==> config.mk <==
export PLATFORM = sky130hd
export DESIGN_NAME = ecp5pll_phase_ctrl
export DESIGN_NICKNAME = d
export VERILOG_FILES = /design/src/rtl/ecp5pll_phase_pkg.sv /design/src/rtl/ecp5pll_phase_ctrl_sync2.sv /design/src/rtl/ecp5pll_phase_ctrl.sv
export SDC_FILE = /design/constraint.sdc
export NUM_CORES = 1
export LEC_CHECK = 0
export ABC_AREA = 1
export BUFFER_PORTS_ARGS = -buffer_cell sky130_fd_sc_hd__buf_2
export CORE_MARGIN = 5
export CORE_UTILIZATION = 40
export CTS_CLUSTER_SIZE = 8
export DETAILED_ROUTE_END_ITERATION = 10
export PLACE_DENSITY_LB_ADDON = 0.08
export SYNTH_ARGS = -nofsm -noshare
export SYNTH_HDL_FRONTEND = slang
export SYNTH_SLANG_ARGS = --single-unit
==> constraint.sdc <==
create_clock -name clk_i -period 3.45 [get_ports clk_i]
set_input_delay 0.1725 -clock clk_i [delete_from_list [all_inputs] [get_ports clk_i]]
set_output_delay 0.1725 -clock clk_i [all_outputs]
set_load 0.01 [all_outputs]
==> src/rtl/ecp5pll_phase_pkg.sv <==
// Shared types and default timing for the ECP5 PLL dynamic phase sequencer.
// ECP5PLL_PHASE_LOCKWAIT_EN adds the LOCKWAIT state to the state enum.
package ecp5pll_phase_pkg;

   localparam int PH_SETUP_CYC    = 2;
   localparam int PH_PULSE_CYC    = 4;
   localparam int PH_GAP_CYC      = 4;
   localparam int PH_STEP_W       = 10;
   localparam int PH_POS_W        = 16;
   localparam int PH_LOCK_TIMEOUT = 65535;

   // Storage width of the step field in the latched request; any STEP_W up
   // to this fits without truncation.
   localparam int PH_STEPS_MAX_W  = 16;

   typedef enum logic [2:0] {
      ST_IDLE     = 3'd0,
      ST_SETUP    = 3'd1,
      ST_PULSE    = 3'd2,
      ST_GAP      = 3'd3,
      ST_LOAD     = 3'd4,
`ifdef ECP5PLL_PHASE_LOCKWAIT_EN
      ST_LOCKWAIT = 3'd5,
`endif
      ST_DONE     = 3'd6
   } phase_state_e;

   typedef struct packed {
      logic [1:0]                chan;
      logic                      dir;
      logic                      load;
      logic [PH_STEPS_MAX_W-1:0] steps;
   } phase_req_t;

   function automatic int max3(input int a, input int b, input int c);
      int m;
      m = (a > b) ? a : b;
      return (m > c) ? m : c;
   endfunction

endpackage

==> src/rtl/ecp5pll_phase_ctrl_sync2.sv <==
// Two-flop synchronizer for a single asynchronous level input.
module sync2 (
   input  logic clk_i,
   input  logic reset,
   input  logic d_i,
   output logic q_o
);

   logic s1_q, s2_q;

   // Resample the async input twice before anyone looks at it.
   always_ff @(posedge clk_i) begin
      if (reset) begin
         s1_q <= 1'b0;
         s2_q <= 1'b0;
      end else begin
         s1_q <= d_i;
         s2_q <= s1_q;
      end
   end

   assign q_o = s2_q;

endmodule

==> src/rtl/ecp5pll_phase_ctrl.sv <==
// Request sequencer for the ECP5 PLL dynamic phase port: steps/loads one
// output, tracks per-output phase position, and watches PLL lock.
// Define ECP5PLL_PHASE_LOCKWAIT_EN to wait for lock before reporting done.
module ecp5pll_phase_ctrl
   import ecp5pll_phase_pkg::*;
#(
   parameter int SETUP_CYC    = PH_SETUP_CYC,
   parameter int PULSE_CYC    = PH_PULSE_CYC,
   parameter int GAP_CYC      = PH_GAP_CYC,
   parameter int STEP_W       = PH_STEP_W,
   parameter int POS_W        = PH_POS_W,
   parameter int LOCK_TIMEOUT = PH_LOCK_TIMEOUT
) (
   input  logic              clk_i,
   input  logic              reset,
   input  logic              req_valid,
   output logic              req_ready,
   input  logic [1:0]        req_chan,
   input  logic              req_dir,
   input  logic              req_load,
   input  logic [STEP_W-1:0] req_steps,
   output logic              done,
   output logic              done_err,
   output logic              busy,
   output logic [1:0]        phasesel,
   output logic              phasedir,
   output logic              phasestep,
   output logic              phaseloadreg,
   input  logic              locked_i,
   output logic              locked_o,
   output logic              lock_lost,
   input  logic              lock_clr,
   input  logic [1:0]        pos_sel,
   output logic [POS_W-1:0]  pos_o
);

   localparam int CNT_W = $clog2(max3(SETUP_CYC, PULSE_CYC, GAP_CYC) + 1);
   localparam logic [CNT_W-1:0]          CNT_ONE  = 1;
   localparam logic [POS_W-1:0]          POS_ONE  = 1;
   localparam logic [PH_STEPS_MAX_W-1:0] STEP_ONE = 1;
   localparam logic [CNT_W-1:0] SETUP_END = CNT_W'(SETUP_CYC - 1);
   localparam logic [CNT_W-1:0] PULSE_END = CNT_W'(PULSE_CYC - 1);
   localparam logic [CNT_W-1:0] GAP_END   = CNT_W'(GAP_CYC - 1);

`ifdef ECP5PLL_PHASE_LOCKWAIT_EN
   localparam phase_state_e LOCK_STAGE = ST_LOCKWAIT;
   localparam int WT_W = $clog2(LOCK_TIMEOUT + 1);
   logic [WT_W-1:0] wt_q, wt_d;
   logic            err_d;
   logic            done_err_q;
`else
   localparam phase_state_e LOCK_STAGE = ST_DONE;
`endif

   phase_state_e                 state_q, state_d;
   logic [CNT_W-1:0]             cnt_q, cnt_d;
   phase_req_t                   req_q, req_d;
   logic [3:0][POS_W-1:0]        pos_q, pos_d;
   logic ready_q, busy_q, done_q, step_q, load_q;
   logic lk_prev_q, lock_lost_q;

   sync2 u_lock_sync (
      .clk_i (clk_i),
      .reset (reset),
      .d_i   (locked_i),
      .q_o   (locked_o)
   );

   // Next-state, step/position bookkeeping; cnt_q counts cycles spent in
   // the current state and restarts at 0 on every state change.
   always_comb begin
      state_d = state_q;
      cnt_d   = cnt_q + CNT_ONE;
      req_d   = req_q;
      pos_d   = pos_q;
`ifdef ECP5PLL_PHASE_LOCKWAIT_EN
      wt_d    = '0;
      err_d   = 1'b0;
`endif
      case (state_q)
         ST_IDLE: begin
            cnt_d = '0;
            if (req_valid && ready_q) begin
               req_d.chan  = req_chan;
               req_d.dir   = req_dir;
               req_d.load  = req_load;
               req_d.steps = PH_STEPS_MAX_W'(req_steps);
               state_d     = ST_SETUP;
            end
         end
         ST_SETUP: begin
            if (cnt_q == SETUP_END) begin
               cnt_d = '0;
               if (req_q.load)              state_d = ST_LOAD;
               else if (req_q.steps != '0)  state_d = ST_PULSE;
               else                         state_d = LOCK_STAGE;
            end
         end
         ST_PULSE: begin
            // Position moves once per pulse, in the pulse's first cycle.
            if (cnt_q == '0) begin
               pos_d[req_q.chan] = req_q.dir ? pos_q[req_q.chan] - POS_ONE
                                             : pos_q[req_q.chan] + POS_ONE;
               req_d.steps = req_q.steps - STEP_ONE;
            end
            if (cnt_q == PULSE_END) begin
               cnt_d   = '0;
               state_d = ST_GAP;
            end
         end
         ST_LOAD: begin
            if (cnt_q == '0) begin
               pos_d[req_q.chan] = '0;
               req_d.steps       = '0;
            end
            if (cnt_q == PULSE_END) begin
               cnt_d   = '0;
               state_d = ST_GAP;
            end
         end
         ST_GAP: begin
            if (cnt_q == GAP_END) begin
               cnt_d   = '0;
               state_d = (req_q.steps != '0) ? ST_PULSE : LOCK_STAGE;
            end
         end
`ifdef ECP5PLL_PHASE_LOCKWAIT_EN
         ST_LOCKWAIT: begin
            cnt_d = '0;
            wt_d  = wt_q + WT_W'(1);
            if (locked_o) begin
               state_d = ST_DONE;
            end else if (wt_q == WT_W'(LOCK_TIMEOUT)) begin
               state_d = ST_DONE;
               err_d   = 1'b1;
            end
         end
`endif
         ST_DONE: begin
            cnt_d   = '0;
            state_d = ST_IDLE;
         end
         default: begin
            cnt_d   = '0;
            state_d = ST_IDLE;
         end
      endcase
   end

   // FSM register; every output is registered from the next state so the
   // PLL sees glitch-free waveforms.
   always_ff @(posedge clk_i) begin
      if (reset) begin
         state_q <= ST_IDLE;
         cnt_q   <= '0;
         req_q   <= '0;
         pos_q   <= '0;
         ready_q <= 1'b0;
         busy_q  <= 1'b0;
         done_q  <= 1'b0;
         step_q  <= 1'b0;
         load_q  <= 1'b0;
`ifdef ECP5PLL_PHASE_LOCKWAIT_EN
         wt_q       <= '0;
         done_err_q <= 1'b0;
`endif
      end else begin
         state_q <= state_d;
         cnt_q   <= cnt_d;
         req_q   <= req_d;
         pos_q   <= pos_d;
         ready_q <= (state_d == ST_IDLE);
         busy_q  <= (state_d != ST_IDLE);
         done_q  <= (state_d == ST_DONE);
         step_q  <= (state_d == ST_PULSE);
         load_q  <= (state_d == ST_LOAD);
`ifdef ECP5PLL_PHASE_LOCKWAIT_EN
         wt_q       <= wt_d;
         done_err_q <= (state_d == ST_DONE) && err_d;
`endif
      end
   end

   // Sticky lock-loss flag; a fresh fall beats a simultaneous clear.
   always_ff @(posedge clk_i) begin
      if (reset) begin
         lk_prev_q   <= 1'b0;
         lock_lost_q <= 1'b0;
      end else begin
         lk_prev_q <= locked_o;
         if (lk_prev_q && !locked_o) lock_lost_q <= 1'b1;
         else if (lock_clr)          lock_lost_q <= 1'b0;
      end
   end

   assign req_ready    = ready_q;
   assign busy         = busy_q;
   assign done         = done_q;
   assign phasestep    = step_q;
   assign phaseloadreg = load_q;
   assign phasesel     = req_q.chan;
   assign phasedir     = req_q.dir;
   assign lock_lost    = lock_lost_q;
   assign pos_o        = pos_q[pos_sel];
`ifdef ECP5PLL_PHASE_LOCKWAIT_EN
   assign done_err     = done_err_q;
`else
   assign done_err     = 1'b0;
`endif

endmodule

# Word level (Yosys, flattened, before mapping)
# Cells that the tools add are included.
# totals
register_bits,99
input_bits,21
output_inout_bits,27
# op_classes
addsub,4
n_lt_le_gt_ge,3
eq_ne,12
n_mux,27
bitwise_logic,2
reduce_logical,17
# ops
operator,n
two-way mux 64 bit,2
one-hot mux 64 bit (2 select lines),1
two-way mux 16 bit,7
bitwise AND 64 bit,1
binary-select mux 16 bit (select 2 bit),2
bitwise mux 64 bit,1
inverter 64 bit,1
one-hot mux 16 bit (3 select lines),1
demux 16 bit (select 2 bit),1
subtractor 16 x 1 -> 16 bit (second input constant),2
two-way mux 3 bit,8
adder 16 x 1 -> 16 bit (second input constant),1
nonzero test 16 bit,1
== test 3 x 2 -> 1 bit (second input constant),4
one-hot mux 3 bit (4 select lines),1
== test 3 bit (second input constant),3
logical NOT 3 bit,3
== test 3 x 1 -> 1 bit (second input constant),2
less-than comparator 2 x 3 -> 1 bit (second input constant),2
inequality test 2 bit (second input constant),3
one-hot mux 3 bit (2 select lines),1
nonzero test 3 bit,2
AND reduction 4 bit,1
nonzero test 2 bit,2
other kinds (9),12

# Longest topological paths before layout
# Gate-level depths: netlist of the first run.
# logic_depth
word_depth,8
depth_mapped,17
depth_no_buf,17

# By module
# Synthesis of the first run repeated with hierarchy kept, for this count alone.
# hier_totals
cells_unflattened,849
hier_area_um2,5721.7
# by_module_without_submodules
module,n_inst,cells_per_inst,area_each_um2,seq_area_each_um2
ecp5pll_phase_ctrl,1,843,5666.7,1941.9
sync2,1,6,55.1,40.0

# Least setup slack after synthesis of the first run
# No wires, ideal clock.
# synth_timing
path_type,register to register
start,reg req_q (netlist bit phasesel[0])
end,reg pos_q[40] (netlist name)
arrival_time_ns,2.436
required_ns,3.318
path_slack_ns,0.882
path_stages_with_launch,15
n_path_buf,1
period_less_slack_ns,2.568
cell_sequence,dfxtp_1 -> nor2_1 -> clkbuf_1 -> a22oi_1 -> nand2_1 -> ha_1 -> a21oi_1 -> nand2_1 -> nand2_1 -> nand2_1 -> inv_1 -> o21ai_0 -> or2_2 -> nand3_1 -> a21oi_1
# synth_via
elab_chain_cells,8
word_cells_on_any_way,16
# synth_rtl
element,line_no,text
from (decl),ecp5pll_phase_ctrl.sv:57,"phase_req_t req_q, req_d;"
from (signal assigned),ecp5pll_phase_ctrl.sv:170,req_q <= req_d;
"parallel branches: the longest is 7 deep, another holds adder 16 x 1 -> 16 bit",-,
one-hot mux 64 bit (2 select lines) *,ecp5pll_phase_ctrl.sv:80,case (state_q)
to (signal assigned),ecp5pll_phase_ctrl.sv:171,pos_q <= pos_d;
to (decl),ecp5pll_phase_ctrl.sv:58,"logic [3:0][POS_W-1:0] pos_q, pos_d;"
# Every way passes the cells marked *. The select of a mux whose other input is x is not followed.
# A chain may end at the register's enable or synchronous reset.

# Final worst setup path of the first run
# layout_timing
start,reg req_q (netlist bit phasesel[0])
end,reg pos_q[29] (netlist name)
# Same word-level chain as after synthesis.

==> results of run 1 <==
## how the worst max path moves through the flow
stage | startpoint | endpoint | slack, ns | cells past startpoint
finish | phasesel[0] | pos_q[29] | 0.59 | 14
global route | phasesel[0] | pos_q[60] | 0.23 | 16
global placement | phasesel[0] | pos_q[24] | 0.72 | 14
CTS | phasesel[0] | pos_q[44] | 0.60 | 16
floorplan | phasesel[0] | pos_q[40] | 0.88 | 14
detailed placement | phasesel[0] | pos_q[63] | 0.63 | 13
## registers in the layout, summed over array words and instances (netlist names)
name              flops
phasesel              2
lk_prev_q             1
phaseloadreg          1
phasestep             1
u_lock_sync.s1_q      1
done                  1
busy                  1
pos_q                64
cnt_q                 3
lock_lost             1
state_q               3
req_ready             1
u_lock_sync.q_o       1
phasedir              1
req_q                17
## cell families (layout without fill, tap and decap cells)
group | Yosys count | count (layout) | synth area share, %
AO/OA/AOI/OAI | 231 | 231 | 22.77
XOR/XNOR | 4 | 4 | 0.6088
adder cells (fa/ha/maj) | 22 | 22 | 4.914
buffers and inverters | 113 | 145 | 8.415
flip-flops | 99 | 99 | 34.44
other | 1 | 1 | 0.06517
AND/OR/NAND/NOR | 367 | 367 | 28.79
## tightest hold or removal path, delay by kind of cell
kind | cells | cell delay [ns]
buffers and inverters | 2 | 0.13
and+or+nand+nor | 1 | 0.03
## final cells by class
| class | instances | area, um^2 | area share (%) |
|---|---|---|---|
| Multi-Input combinational cell | 625 | 3288 | 51.53 |
| Tap cell | 180 | 225.2 | 3.529 |
| Clock inverter | 7 | 82.58 | 1.294 |
| Sequential cell | 99 | 1982 | 31.06 |
| Timing Repair Buffer | 55 | 297.8 | 4.667 |
| Inverter | 74 | 280.3 | 4.392 |
| Clock buffer | 9 | 225.2 | 3.529 |
## stage by stage
step	power (W)	setup WS, ns	hold WS (ns)
6_report	0.002650	0.5858	0.01952
5_1_grt	0.002763	0.2290	0.01733
4_1_cts	0.002676	0.5994	0.003111
3_5_place_dp	0.001610	0.6264	0.3896
3_3_place_gp	0.001604	0.7248	0.3765
2_1_floorplan	0.001493	0.8819	0.2795
## power breakdown
| part | leakage, nW | switching [W] | total [W] | internal (W) |
|---|---|---|---|---|
| logic | 1.76 | 0.000264 | 0.000385 | 0.000121 |
| registers | 0.801 | 0.0000297 | 0.00120 | 0.00117 |
| clock network | 0.145 | 0.000489 | 0.00106 | 0.000574 |
## per-layer routing
metal / vias to the layer above / track usage [%] / wire [um]
met5: - / 0 / 0
met4: 0 / 6.112 / 290
met3: 32 / 3.971 / 1143
met2: 209 / 33.82 / 7956
met1: 2709 / 29.33 / 8395
li1: 2893 / - / -
## cell usage after synthesis (all sizes together), types with 4 or more instances
library cell,number
nand2,190
a21oi,106
dfxtp,99
nor2,97
inv,74
o21ai,61
nand4,34
nand3,25
a22oi,23
ha,21
buf,20
clkbuf,19
o22ai,15
nor3,13
a211oi,6
a221oi,4
o21a,4
o21bai,4
or2,4
xor2,4
==> flow_summary_export.csv, run 1 <==
group,metric,value,unit
yosys,ys_seq_area_share,34.44,%
routing,wl,17790,um
pwr,power.density,415.2,nW/um^2
finish,post-route-util,45.62,%
clock_network,ctsHoldBuffers,0,
worst_setup_path,cp.required,3.65,ns
pwr,ir_drop,0.3128,mV
yosys,async_reset_ff_share,0,%
sta,slew_viol_final,0,
sta,max-slew-margin-rel,49.12,%
routing,route.detailed.drc,0,
worst_hold_path,hold_end,"u_lock_sync.s1_q",
routing,vias,5843,
yosys,synthFlopType,"dfxtp_1",
sta,setup_tns,0,ns
clock_network,ctsResizeCount,0,
finish,final_common_cell,"nand2_1",
sta,rsz0062_at_grt,"false",
worst_setup_path,crit_path_cell_trace,"inv_2, nor2_2, buf_4, a22oi_1, nand2_1, ha_1, nand2_1, inv_1, nand3_1, nor2_1, nor3_1, nand3_1, nand4_1, a21oi_1",
routing,drt_iter0_markers,584,
worst_setup_path,crit_buf_inv,3,
global_routing,overflow,0,
yosys,synth_cell_types,43,
sta,fin_crit_sh,83.02,%
global_routing,grt_max_degree,69,
place,hpwl,11990,um
yosys,syn_area,5754,um^2
sta,finalHoldViolations,0,
worst_setup_path,worstSetupStartpointType,"register",
worst_setup_path,critPathMaxFanout,10,
yosys,syn_area_per_cell,6.875,um^2
worst_setup_path,r2r_start,"phasesel[0]",
routing,wl_per_cell,16.96,um
floorplan,die_x,129.9,um
pwr,p_leak,2.705,nW
clock_network,tritoncts,"yes",
finish,num-nets-final,907,
sta,setup_violations,0,
sta,max_freq,349.1,MHz
floorplan,dieArea,16880,um^2
place,port_buffers,46,
worst_setup_path,reg2reg_slack,0.59,ns
finish,drive_gt1_share,11.39,%
place,dp.cells,1033,
clock_network,cts_root_buf,"clkbuf_16",
worst_setup_path,critPathTopFamily,"simple AND/OR/NAND/NOR gates",
finish,finalInstanceArea,6381,um^2
yosys,postSynthNetCount,880,
global_routing,antenna_found_initial,0,
finish,area_growth,10.89,%
yosys,synth_top_area_share,34.44,%
yosys,synth_area_leader_cell,"dfxtp_1",
worst_setup_path,critPathCaptureType,"register",
worst_setup_path,crit_arrival,3.07,ns
floorplan,core.rowCount,43,
routing,antenna_left,0,
floorplan,start_util,41.14,%
yosys,netlist_instances,837,
yosys,synth_edf_count,0,
clock_network,clk_pin_slew_worst_paths,0.07,ns
job,cap_violations,0,
yosys,synthTopCellsByArea,"dfxtp_1 (34%), nand2_1 (12%), a21oi_1 (9.0%), nor2_1 (5.9%), o21ai_0 (5.1%)",
worst_setup_path,worst_path_max_delay_cell,"dfxtp_1",
worst_hold_path,holdPathStages,3,
place,dpl-instance-area,6073,um^2
sta,timing.final.crit_period,2.864,ns
finish,antenna_cells,0,
clock_network,clock_latency,0.36,ns
clock_network,cts_max_level,3,
floorplan,core-area,13990,um^2
finish,final_cells,1049,
routing,drtPass1Iterations,5,
place,routabilityCongestion,0.9770,
floorplan,dieHeight,129.9,um
yosys,yosysWarnings,0,
finish,final_cell_mix,"nand2_1 (180), a21oi_1 (104), dfxtp_1 (99)",
worst_setup_path,max_stage_delay,0.47,ns
worst_setup_path,r2r_cells,14,
clock_network,clk_path_buf_depth,2,
routing,via_per_inst,5.570,
worst_setup_path,path_class,"reg -> reg",
clock_network,cts_inserted_buffers,9,
global_routing,grt_pass1_wl,28150,um
worst_setup_path,timing.rr.end,"pos_q[29]",
global_routing,grt_pass1_vias,5535,
sta,skew,0.007444,ns
finish,nFillCells,1479,
clock_network,clock_sinks,99,
sta,worst_pin_slew,0.7632,ns
global_routing,grt_usage,21.19,%
clock_network,post_cts_buffers,0,
worst_hold_path,hp-class,"in -> reg",
floorplan,io_pins,48,
worst_hold_path,hp-start,"locked_i",
yosys,synth_seq_cells,99,
outcome,outcome,"finished clean",
(Power assumes the default switching activity.)
==> run 2, diff against run 1 <==
- clock period: 3.45 -> 2.85 ns (I/O delays scaled with it)
==> run 2 against run 1 <==
Clock skew up 0.0011 ns. Combinational power increased by 28%. Sequential cell count did not move. Critical path type unchanged.
==> flow_summary_export.csv, run 2 (same netlist as run 1, synthesis figures left out) <==
group,metric,value,unit
worst_setup_path,r2r_start,"phasesel[0]",
finish,multiInputGateArea,3379,um^2
pwr,ir_drop,0.3355,mV
finish,final-seq-area,1984,um^2
worst_hold_path,hp-start,"req_steps[6]",
pwr,power.density,492.0,nW/um^2
sta,timing.final.crit_period,2.642,ns
outcome,outcome,"finished clean",
sta,finalHoldViolations,0,
worst_hold_path,hold_end,"req_q[6]",
worst_setup_path,worst_path_max_delay_cell,"dfxtp_2",
finish,final_common_cell,"nand2_1",
sta,setup_tns,0,ns
routing,route.detailed.drc,0,
finish,num-nets-final,917,
clock_network,cts_root_buf,"clkbuf_16",
worst_setup_path,worstSetupStartpointType,"register",
floorplan,dieArea,16880,um^2
routing,vias,5834,
floorplan,start_util,41.14,%
sta,worst_pin_slew,0.7495,ns
finish,top_register,"pos_q",
sta,max_freq,378.6,MHz
global_routing,grt_usage,21.25,%
worst_setup_path,crit_path_cell_trace,"nand2_2, clkinvlp_4, buf_4, a22oi_1, nand2_1, ha_4, nand3_1, nand2_1, nand2_1, nand2_1, inv_1, nor2_1, nand3_1, nand3b_1, nand4_1, a21oi_1",
worst_setup_path,cp_common_cell,"nand2_1",
global_routing,grt_pass1_vias,5404,
floorplan,die_x,129.9,um
worst_setup_path,cp.required,3.13,ns
floorplan,core-area,13990,um^2
routing,drtPass1Iterations,5,
place,hpwl,11970,um
worst_setup_path,crit_buf_inv,3,
sta,max-slew-margin-rel,49.98,%
worst_setup_path,reg2reg_slack,0.21,ns
sta,fin_crit_sh,92.69,%
clock_network,clk_pin_slew_worst_paths,0.07,ns
pwr,finalPower,0.003227,W
sta,slew_viol_final,0,
clock_network,clock_sinks,99,
clock_network,cts_max_level,3,
finish,area_growth,13.96,%
job,cap_violations,0,
worst_setup_path,timing.rr.end,"pos_q[58]",
floorplan,core.rowCount,43,
global_routing,overflow,0,
routing,wl,17710,um
global_routing,antenna_found_initial,0,
worst_setup_path,critPathTopFamily,"simple AND/OR/NAND/NOR gates",
worst_setup_path,max_stage_delay,0.37,ns
worst_setup_path,critPathCaptureType,"register",
sta,skew,0.008560,ns
finish,nFillCells,1469,
finish,antenna_cells,0,
sta,timing.hold.ws,0.01572,ns
sta,setup_violations,0,
global_routing,grt_max_degree,69,
clock_network,tritoncts,"yes",
routing,antenna_left,0,
worst_hold_path,holdPathStages,3,
place,routabilityCongestion,0.8992,
worst_setup_path,r2r_cells,16,
floorplan,dieHeight,129.9,um
worst_setup_path,path_class,"reg -> reg",
clock_network,cts_inserted_buffers,9,
place,port_buffers,46,
finish,drive_gt1_share,14.56,%
pwr,p_leak,2.737,nW
global_routing,grt_pass1_wl,28190,um
finish,largest_register_ffs,64,
worst_hold_path,hp-class,"in -> reg",
routing,drt_iter0_markers,536,
sta,rsz0062_at_grt,"false",
routing,via_per_inst,5.509,
worst_setup_path,crit_arrival,2.92,ns
clock_network,clk_path_buf_depth,2,
routing,wl_per_cell,16.72,um
finish,final_cell_mix,"nand2_1 (177), a21oi_1 (100), dfxtp_1 (97)",
worst_setup_path,critPathMaxFanout,7,
floorplan,io_pins,48,
clock_network,clock_latency,0.36,ns
finish,reg_top3,"pos_q x64, req_q x17",
[run 2: cell types whose count changed in the layout (fill, tap and decap cells not counted), sizes merged]
cell and delta:
buf +9, clkinv +1, dlygate4sd3 +1, inv -1
[run 2: what timing repair did]
action	CTS	global route
hold buffers	1	0
endpoints found under the setup margin	0	32
hold endpoints to repair	1	0
setup buffers	0	2
resized for setup	0	23
[run 2: worst max-delay path by stage]
stage	from	to	depth (start not counted)	slack, ns
final	phasesel[0]	pos_q[58]	16	0.21
after global routing	phasesel[0]	pos_q[54]	14	0.006
after CTS	phasesel[0]	pos_q[40]	15	0.17
after detailed placement	phasesel[0]	pos_q[56]	15	0.17
after global placement	phasesel[0]	pos_q[14]	14	0.25
after floorplan	phasesel[0]	pos_q[40]	14	0.28
[run 2: power breakdown]
part / internal [W] / total, W / switching, W
Clock: 0.000697 / 0.00129 / 0.000589
Combinational: 0.000160 / 0.000491 / 0.000330
Sequential: 0.00142 / 0.00145 / 0.0000316
Total: 0.00228 / 0.00323 / 0.000951
[run 2: cell type report]
type	count	share of cell area, %
multi-input cells	625	51.54
flip-flops and latches	99	30.26
repair buffers	65	5.724
inverters	74	4.331
clock buffers	9	3.434
well taps	180	3.434
clock inverters	7	1.278
[run 2: per-stage QoR]
stage	setup slack (ns)	cells	util [%]	cell area, um^2
2_1_floorplan	0.2819	837	-	5754
3_3_place_gp	0.2515	1040	43.79	6126
3_5_place_dp	0.1671	1040	43.79	6126
4_1_cts	0.1675	1057	46.07	6445
5_1_grt	0.006274	1059	46.88	6558
6_report	0.2084	1059	46.88	6558
[run 2: worst register-to-register path, cell delays in order (launching register included)]
cell	delay [ns]
dfxtp_2	0.37
nand2_2	0.11
clkinvlp_4	0.17
buf_4	0.20
a22oi_1	0.18
nand2_1	0.13
ha_4	0.31
nand3_1	0.07
nand2_1	0.13
nand2_1	0.06
nand2_1	0.13
inv_1	0.08
nor2_1	0.10
nand3_1	0.09
nand3b_1	0.16
nand4_1	0.11
a21oi_1	0.15
[run 2: per-layer routing]
metal	GRT usage (%)	share of wire (%)
met5	0	0
met4	4.707	1.0
met3	3.684	6.1
met2	34.33	46
met1	29.83	47
==> run 3, diff against run 2 <==
- CORE_UTILIZATION: 40 -> 25
- CTS_CLUSTER_DIAMETER: unset -> 200
- SLEW_MARGIN: unset -> 15
==> run 3 against run 2 <==
Clock power grew 12%. Critical path type unchanged. Largest cell class unchanged. Register-to-register slack gained 0.06 ns. First-iteration DRC count shrank 23%. Global-route usage shrank 5.5 points. Maximum frequency grew 2.4%. Sequential cell count is the same.
==> flow_summary_export.csv, run 3 (same netlist as run 1, synthesis figures left out) <==
group,metric,value,unit
sta,max_freq,387.5,MHz
clock_network,clock_latency,0.36,ns
floorplan,dieArea,26150,um^2
pwr,p_int,0.002443,W
routing,route.detailed.drc,0,
clock_network,clk_path_buf_depth,2,
finish,antenna_cells,0,
pwr,p_leak,2.792,nW
pwr,power.density,508.4,nW/um^2
worst_setup_path,path_class,"reg -> reg",
sta,slew_viol_final,0,
finish,top_register,"pos_q",
floorplan,dieHeight,161.7,um
sta,setup_tns,0,ns
global_routing,grt_max_degree,69,
sta,timing.final.crit_period,2.581,ns
finish,largest_register_ffs,64,
worst_setup_path,critPathCaptureType,"register",
place,dp.cells,1148,
finish,final_cell_mix,"nand2_1 (179), a21oi_1 (103), dfxtp_1 (97)",
global_routing,overflow,0,
worst_setup_path,critPathMaxFanout,6,
sta,timing.hold.ws,0.02211,ns
sta,fin_crit_sh,90.55,%
finish,area_growth,16.05,%
finish,num-nets-final,919,
sta,finalHoldViolations,0,
pwr,comb_power_share,14.9,%
job,cap_violations,0,
routing,antenna_left,0,
clock_network,clk_pin_slew_worst_paths,0.08,ns
finish,final-seq-area,1987,um^2
sta,worst_pin_slew,0.8293,ns
sta,setup_violations,0,
worst_hold_path,hp-class,"in -> reg",
finish,reg_top3,"pos_q x64, req_q x17",
pwr,ir_drop,0.2181,mV
pwr,swShare,28.04,%
global_routing,grt_usage,15.73,%
floorplan,core.rowCount,55,
finish,final_common_cell,"nand2_1",
global_routing,grt_pass1_wl,32080,um
clock_network,tritoncts,"yes",
sta,max-slew-margin-rel,44.72,%
routing,wl,20340,um
floorplan,die_x,161.7,um
floorplan,start_util,25.42,%
routing,vias,5748,
finish,finalInstanceArea,6678,um^2
routing,via_per_inst,4.930,
pwr,p_clk_share,42.5,%
outcome,outcome,"finished clean",
clock_network,cts_inserted_buffers,9,
worst_setup_path,cp.required,3.06,ns
finish,nFillCells,2500,
global_routing,grt_pass1_vias,5775,
global_routing,antenna_found_initial,0,
finish,multiInputGateArea,3312,um^2
finish,final_cells,1166,
clock_network,cts_max_level,3,
finish,drive_gt1_share,13.51,%
place,port_buffers,46,
clock_network,cts_root_buf,"clkbuf_16",
routing,wl_per_cell,17.44,um
finish,post-route-util,29.49,%
floorplan,core-area,22640,um^2
sta,skew,0.008157,ns
pwr,p_sw,0.0009519,W
worst_setup_path,worstSetupStartpointType,"register",
place,hpwl,13760,um
place,dpl-instance-area,6292,um^2
clock_network,clock_sinks,99,
routing,drtPass1Iterations,4,
floorplan,io_pins,48,
place,routabilityCongestion,0.8333,
pwr,power_frac_seq,42.7,%
routing,drt_iter0_markers,413,
worst_setup_path,crit_arrival,2.79,ns
run 3: cell count changes in the layout (fill, tap and decap cells not counted), sizes merged:
cell      change
bufinv        +2
inv           -1
clkinv        +1
clkinvlp      -2
buf           +2
run 3: power by group through the flow:
stage	Clock, W	Combinational (W)	Sequential (W)
floorplan	0	0.000326	0.00148
global route	0.00154	0.000573	0.00145
detailed placement	0	0.000507	0.00148
global placement	0	0.000511	0.00148
finish	0.00144	0.000504	0.00145
CTS	0.00150	0.000510	0.00145
run 3: final timing paths:
check,startpoint,endpoint,slack (ns),depth (start not counted)
setup / recovery,phasesel[1],pos_q[57],0.27,17
hold reg to reg,u_lock_sync.s1_q,u_lock_sync.q_o,0.41,2
hold / removal,req_steps[6],req_q[6],0.02,3
setup reg to reg,phasesel[1],pos_q[57],0.27,17
run 3: repair_timing:
item	in CTS	in global routing
hold buffers	1	0
buffers inserted	0	1
gates resized for setup	0	11
endpoints found under the hold margin	1	0
endpoints found under the setup margin	0	38
run 3: critical path: stages, from the launching register on:
cell and delay, ns:
dfxtp_2 0.39, nor2_1 0.08, buf_4 0.17, a22oi_1 0.18, o211ai_1 0.18, buf_4 0.17, ha_1 0.26, nand2_1 0.05
inv_1 0.05, nand2_1 0.05, nand2_1 0.14, nand2_1 0.07, nand2_1 0.16, nand2_1 0.11, nand2_1 0.08, nand2_1 0.12
nand4_1 0.11, a21oi_1 0.08
run 3: cell type report:
class,count,share of cell area (%)
clock buffers,9,3.373
clock inverters,7,1.705
inverters,74,4.197
multi-input cells,625,49.60
flip-flops and latches,99,29.75
well taps,285,5.340
repair buffers,67,6.033
run 3: stage by stage:
step                setup WS, ns  total power, W
floorplan                 0.2819        0.001807
global placement         0.06101        0.001993
detailed placement       0.08508        0.001989
CTS                      0.05630        0.003459
global route            -0.03615        0.003567
finish                    0.2694        0.003395
run 3: metal layers:
layer | up-vias | track usage, % | routed length, um
met5 | - | 0 | 0
met4 | 0 | 4.229 | 348
met3 | 19 | 2.411 | 671
met2 | 86 | 27.82 | 10070
met1 | 2711 | 20.01 | 9247
li1 | 2932 | - | -
